$ cat config.mk
export PLATFORM = sky130hd
export DESIGN_NAME = ks_adder_pipe
export DESIGN_NICKNAME = d
export VERILOG_FILES = /design/src/rtl/ks_pkg.sv /design/src/rtl/ks_level.sv /design/src/rtl/ks_adder_pipe.sv
export SDC_FILE = /design/constraint.sdc
export NUM_CORES = 1
export LEC_CHECK = 0
export ABC_CLOCK_PERIOD_IN_PS = 2000
export BUFFER_PORTS_ARGS = -buffer_cell sky130_fd_sc_hd__buf_2
export CORE_MARGIN = 3
export CORE_UTILIZATION = 40
export DETAILED_ROUTE_END_ITERATION = 6
export GPL_TIMING_DRIVEN = 0
export SYNTH_ARGS = -nofsm -noshare
export SYNTH_HDL_FRONTEND = slang
export SYNTH_HIERARCHICAL = 1
export SYNTH_SLANG_ARGS = --single-unit
$ cat constraint.sdc
create_clock -name i_clk -period 2 [get_ports i_clk]
set_input_delay 0 -clock i_clk [delete_from_list [all_inputs] [get_ports i_clk]]
set_output_delay 0 -clock i_clk [all_outputs]
set_load 0.03 [all_outputs]
$ cat src/rtl/ks_pkg.sv
// rtl/ks_pkg.sv - shared helpers and stage record for the Kogge-Stone adder pipeline
package ks_pkg;

    localparam int MAXW = 64;

    function automatic int clog2(input int v);
        int r;
        r = 0;
        for (int t = 1; t < v; t = t * 2) r++;
        return r;
    endfunction

    function automatic int lat(input int width, input int pipe);
        return (pipe != 0) ? clog2(width) + 1 : 1;
    endfunction

    // Bit 0 of g already folds in the carry-in, so cin is only needed for sum bit 0.
    typedef struct packed {
        logic [MAXW-1:0] p;
        logic [MAXW-1:0] g;
        logic [MAXW-1:0] p_orig;
        logic            cin;
        logic            valid;
    } ks_stage_t;

    localparam int STAGE_BITS = $bits(ks_stage_t);

endpackage

$ cat src/rtl/ks_level.sv
// rtl/ks_level.sv - one Kogge-Stone prefix level at distance DIST with optional register
module ks_level
    import ks_pkg::*;
#(
    parameter int WIDTH = 32,
    parameter int DIST  = 1,
    parameter bit REG   = 1'b1
) (
    input  logic                  clk,
    input  logic                  rst,
    input  logic                  advance,
    input  logic [STAGE_BITS-1:0] stage_in,
    output logic [STAGE_BITS-1:0] stage_out
);

    ks_stage_t cur;
    ks_stage_t nxt;

    assign cur = ks_stage_t'(stage_in);

    // A predecessor below DIST already spans down to bit 0, so only its generate matters.
    always_comb begin
        nxt = cur;
        for (int i = DIST; i < WIDTH; i++) begin
            if (i - DIST < DIST) begin
                nxt.g[i] = cur.g[i] | (cur.p[i] & cur.g[i-DIST]);
            end else begin
                nxt.g[i] = cur.g[i] | (cur.p[i] & cur.g[i-DIST]);
                nxt.p[i] = cur.p[i] & cur.p[i-DIST];
            end
        end
    end

    if (REG) begin : g_reg
        logic [STAGE_BITS-1:0] q;
        always_ff @(posedge clk) begin
            if (rst) begin
                q <= '0;
            end else if (advance) begin
                q <= nxt;
            end
        end
        assign stage_out = q;
    end else begin : g_comb
        logic unused_ctl;
        assign unused_ctl = ^{clk, rst, advance};
        assign stage_out  = nxt;
    end

endmodule

$ cat src/rtl/ks_adder_pipe.sv
// rtl/ks_adder_pipe.sv - pipelined Kogge-Stone add/subtract with valid/ready handshake
module ks_adder_pipe
    import ks_pkg::*;
#(
    parameter int WIDTH = 32,
    parameter int PIPE  = 1
) (
    input  logic             i_clk,
    input  logic             i_rst,
    input  logic             i_valid,
    output logic             o_ready,
    input  logic [WIDTH-1:0] i_a,
    input  logic [WIDTH-1:0] i_b,
    input  logic             i_c0,
    input  logic             i_sub,
    output logic             o_valid,
    input  logic             i_ready,
    output logic [WIDTH-1:0] o_sum,
    output logic             o_cout,
    output logic             o_ovf
);

    localparam int LEVELS = clog2(WIDTH);

    logic                  advance;
    ks_stage_t             pre;
    ks_stage_t             last;
    logic [WIDTH-1:0]      b_eff;
    logic                  c_eff;
    logic [WIDTH-1:0]      carry;
    logic [STAGE_BITS-1:0] chain [0:LEVELS];

    assign advance = !o_valid || i_ready;
    assign o_ready = advance;

    assign b_eff = i_sub ? ~i_b : i_b;
    assign c_eff = i_c0 ^ i_sub;

    always_comb begin
        pre                   = '0;
        pre.p[WIDTH-1:0]      = i_a ^ b_eff;
        pre.g[WIDTH-1:0]      = i_a & b_eff;
        pre.g[0]              = (i_a[0] & b_eff[0]) | ((i_a[0] ^ b_eff[0]) & c_eff);
        pre.p_orig[WIDTH-1:0] = i_a ^ b_eff;
        pre.cin               = c_eff;
        pre.valid             = i_valid;
    end

    if (PIPE != 0) begin : g_pre_reg
        logic [STAGE_BITS-1:0] q;
        always_ff @(posedge i_clk) begin
            if (i_rst) begin
                q <= '0;
            end else if (advance) begin
                q <= pre;
            end
        end
        assign chain[0] = q;
    end else begin : g_pre_comb
        assign chain[0] = pre;
    end

    // Without PIPE only the last level keeps its register, giving a single output stage.
    for (genvar k = 0; k < LEVELS; k++) begin : g_level
        ks_level #(
            .WIDTH (WIDTH),
            .DIST  (1 << k),
            .REG   ((PIPE != 0) || (k == LEVELS - 1))
        ) u_level (
            .clk       (i_clk),
            .rst       (i_rst),
            .advance   (advance),
            .stage_in  (chain[k]),
            .stage_out (chain[k+1])
        );
    end

    assign last  = ks_stage_t'(chain[LEVELS]);
    assign carry = last.g[WIDTH-1:0];

    assign o_valid = last.valid;
    assign o_sum   = last.p_orig[WIDTH-1:0] ^ {carry[WIDTH-2:0], last.cin};
    assign o_cout  = carry[WIDTH-1];
    assign o_ovf   = carry[WIDTH-1] ^ carry[WIDTH-2];

    logic unused_bits;
    assign unused_bits = ^{last.p, last.g, last.p_orig};

endmodule

# After elaboration in Yosys (flattened, before gate mapping)
# Index checks and enable logic that the tools add are counted.
[totals]
register_bits = 556
out_inout_bits = 36
[classes]
mux = 1
bitwise = 366
reduce_logical = 2
[ops]
columns = ["operator", "count"]
rows = [
  ["1-bit bitwise AND", 229],
  ["1-bit bitwise OR", 130],
  ["32-bit XOR", 2],
  ["32-bit bitwise AND", 1],
  ["32-bit 2-to-1 mux", 1],
  ["32-bit inverter", 1],
  ["1-bit XOR", 3],
  ["1-bit logical NOT", 1],
  ["1-bit logical OR", 1],
]

# Logic depth before layout (Yosys ltp)
[logic_depth]
depth_word = 5
ltp_mapped = 9
ltp_nobuf = 4

# Modules after synthesis
# Netlist, hierarchy kept.
[modules_own_cells]
columns = ["mod", "instances", "cells_each", "area_per_inst_um2"]
rows = [
  ["ks_level at g_level[0].u_level", 1, 694, 7332.0],
  ["ks_level at g_level[1].u_level", 1, 690, 7161.9],
  ["ks_level at g_level[4].u_level", 1, 644, 7140.6],
  ["ks_level at g_level[2].u_level", 1, 684, 7126.8],
  ["ks_level at g_level[3].u_level", 1, 670, 6986.7],
  ["ks_adder_pipe", 1, 390, 3304.4],
]

# Least setup slack after synthesis
# No wires, ideal clock.
[synth_timing]
path_type = "flip-flop to flip-flop"
start = "register g_level[4].u_level.g_reg.q[0]"
end = "register, netlist name g_level[1].u_level/stage_out[108]"
t_arrival_ns = 1.700
setup_slack_ns = 0.172
path_stages_with_launch = 9
period_less_slack_ns = 1.828
cell_sequence = "dfxtp_1 > nor2b_4 > inv_2 > buf_2 > buf_4 > buf_12 > buf_12 > mux2i_1 > nor2_1"
[synth_rtl]
columns = ["element", "line", "rtl"]
rows = [
  ["from (decl)", "ks_level.sv:35", "logic [STAGE_BITS-1:0] q;"],
  ["from (signal assigned)", "ks_level.sv:40", "q <= nxt;"],
]

# Worst setup path in the final report
[layout_timing]
start = "register g_level[4].u_level.g_reg.q[0]"
end = "register g_level[2].u_level.g_reg.q[161]"
[layout_between]
elab_chain_len = 2
[layout_lines]
columns = ["element", "line", "rtl"]
rows = [
  ["1-bit logical NOT", "ks_adder_pipe.sv:33", "assign advance = !o_valid || i_ready;"],
  ["1-bit logical OR", "ks_adder_pipe.sv:33", ""],
  ["to (signal assigned)", "ks_level.sv:40", ""],
  ["to (decl)", "ks_level.sv:35", ""],
]
# No other way between the ends.
# A chain may end at the register's enable or synchronous reset.

==> summary.txt <==
Initial Util: 40.73%
Avg Inst Size Synth: 9.722 µm²
Fillers: 4538
synthesized net count: 2161
CP startpoint kind: flop
worst clock skew: 0.01670 ns
Final ANT Viol Nets: 0
Pwr Density: 904.4 nW/µm²
# nets final: 2417
Gate Count Post-Synth: 2059
Int Power: 0.01693 W
H-Tree Depth: 2
sw power: 0.004949 W
final worst slack: 0.1379 ns
Post-Syn Area: 20020 µm²
clock power share: 46.3%
Max Root-Sink Buffers: 3
Num CTS Buffers: 51
critical path peak fanout: 15
Sw Ratio: 22.62%
Post-DP HPWL: 41.75 mm
first-pass GRT wire length: 86.55 mm
worst skew pair latency: 0.59 ns
die footprint: 52760 µm²
via/cell ratio: 5.003
drt pass-1 iters: 7
fin crit share: 93.11%
max cap viols: 0
Area Overhead vs Synth: 20.83%
Final GP Congestion: 0.8349
Synthesis Warnings: 6
Worst Path Required: 2.51 ns
vias in the first global route: 15270
row count: 81
final-report hold violation count: 0
die height: 229.7 µm
share of cells above drive strength 1: 17.39%
Reg power frac: 48.1%
vias post-DR: 15120
Max Slew Vio Count: 0
gr usage total: 20.65%
Comb pwr share: 5.7%
Die W: 229.7 µm
CTS tree: done
Reg clk slew, reported paths: 0.06 ns
Worst-Margin Slew: 0.7469 ns
maximum clock rate: 537.0 MHz
final core occ: 49.21%
Root Buffer: clkbuf_16
endpoints failing setup: 0
largest net degree at the start of global routing: 16
Worst slew margin: 50.20%
initial antenna violation count: 2
DRC Markers: 0
port buffer count: 103
status: completed
Max IR drop VDD: 0.0005497 V
Avg WL per Cell: 18.28 µm
critical setup path kind: reg -> reg
Starting DRT DRC Count: 837
worst slack, placed: -0.1209 ns
core box area: 49150 µm²
Static Leak: 10.92 nW
unrepaired setup endpoints after global routing: false
Clock Sinks: 494
total I/O pin count: 106
Crit. End Element: flop
grt total ovfl: 0
Worst EP arrival: 2.37 ns
worst min-delay path class: in -> reg
total wire length: 55.24 mm
Final Critical Period: 1.862 ns
-- worst paths after layout --
kind	from	endpoint	slack, ns	cells after the start
min reg2reg	g_pre_reg.q[97]	g_pre_reg.q[97]	0.47	2
max	g_level[4].u_level/stage_out[0]	g_level[2].u_level/stage_out[161]	0.14	8
min	i_b[21]	g_pre_reg.q[151]	0.01	5
max reg2reg	g_level[4].u_level/stage_out[0]	g_level[2].u_level/stage_out[161]	0.14	8
-- state kept, by name (all words and copies together) (netlist names) --
register / flops
g_pre_reg.q: 66
g_level.u_level/stage_out: 428
-- power by group through the flow --
| stage | sequential [W] | clock, W | combinational [W] |
|---|---|---|---|
| after floorplan | 0.0105 | 0 | 0.000727 |
| after global placement | 0.0107 | 0 | 0.000986 |
| after detailed placement | 0.0107 | 0 | 0.00101 |
| after CTS | 0.0105 | 0.0103 | 0.00122 |
| after global routing | 0.0105 | 0.0107 | 0.00138 |
| final | 0.0105 | 0.0101 | 0.00124 |
-- what timing repair did --
item / 4_1_cts / 5_1_grt
hold endpoints to repair: 168 / 0
hold buffers: 99 / 0
resized for setup: 1 / 2
setup endpoints to repair: 299 / 27
setup buffers: 1 / 0
-- layer usage --
layer	vias up	global-route usage, %	share of wire (%)
met3	79	3.060	3.4
met2	289	34.38	47
met1	7192	27.75	47
met4	2	6.391	2.7
li1	7558	-	-
met5	-	0	0.022
-- critical path, stage by stage, from the launching register on --
cell     delay, ns
dfxtp_2       0.35
nor2b_4       0.16
inv_2         0.08
buf_6         0.22
buf_2         0.18
buf_6         0.18
buf_2         0.26
nand3_1       0.16
a21oi_1       0.17
-- final cells by class --
class | instances | area (µm²) | area share [%]
Clock inverter | 20 | 297.8 | 1.231
Timing Repair Buffer | 203 | 1514 | 6.259
Tap cell | 664 | 830.8 | 3.435
Clock buffer | 75 | 1518 | 6.275
Sequential cell | 494 | 9891 | 40.89
Multi-Input combinational cell | 1380 | 8641 | 35.72
Antenna cell | 1 | 2.502 | 0.01035
Buffer | 184 | 1490 | 6.161
Inverter | 1 | 3.754 | 0.01552
-- through the flow --
step                      cells  area [µm²]  hold WS, ns  total power, W  setup TNS (ns)
after floorplan            2059       20020       0.1405         0.01127               0
after global placement     2826       21360       0.2699         0.01171          -5.096
after detailed placement   2826       21360       0.2762         0.01174          -9.055
after CTS                  3021       24180   0.00006406         0.02203               0
after global routing       3022       24190      0.02940         0.02263               0
final                      3022       24190      0.01412         0.02188               0
-- cells in the final DEF, fill, tap and decap left out, types with 34 or more instances in the layout --
cell type	count
clkbuf_1	48
nand3_1	98
xor2_1	66
nand2_1	128
mux2i_1	201
buf_6	34
dfxtp_1	493
a211oi_1	63
dlygate4sd3_1	99
a211oi_2	67
buf_2	156
nand2b_1	98
a21oi_1	291
clkbuf_16	52
nor2_1	323
(Power assumes the default switching activity.)
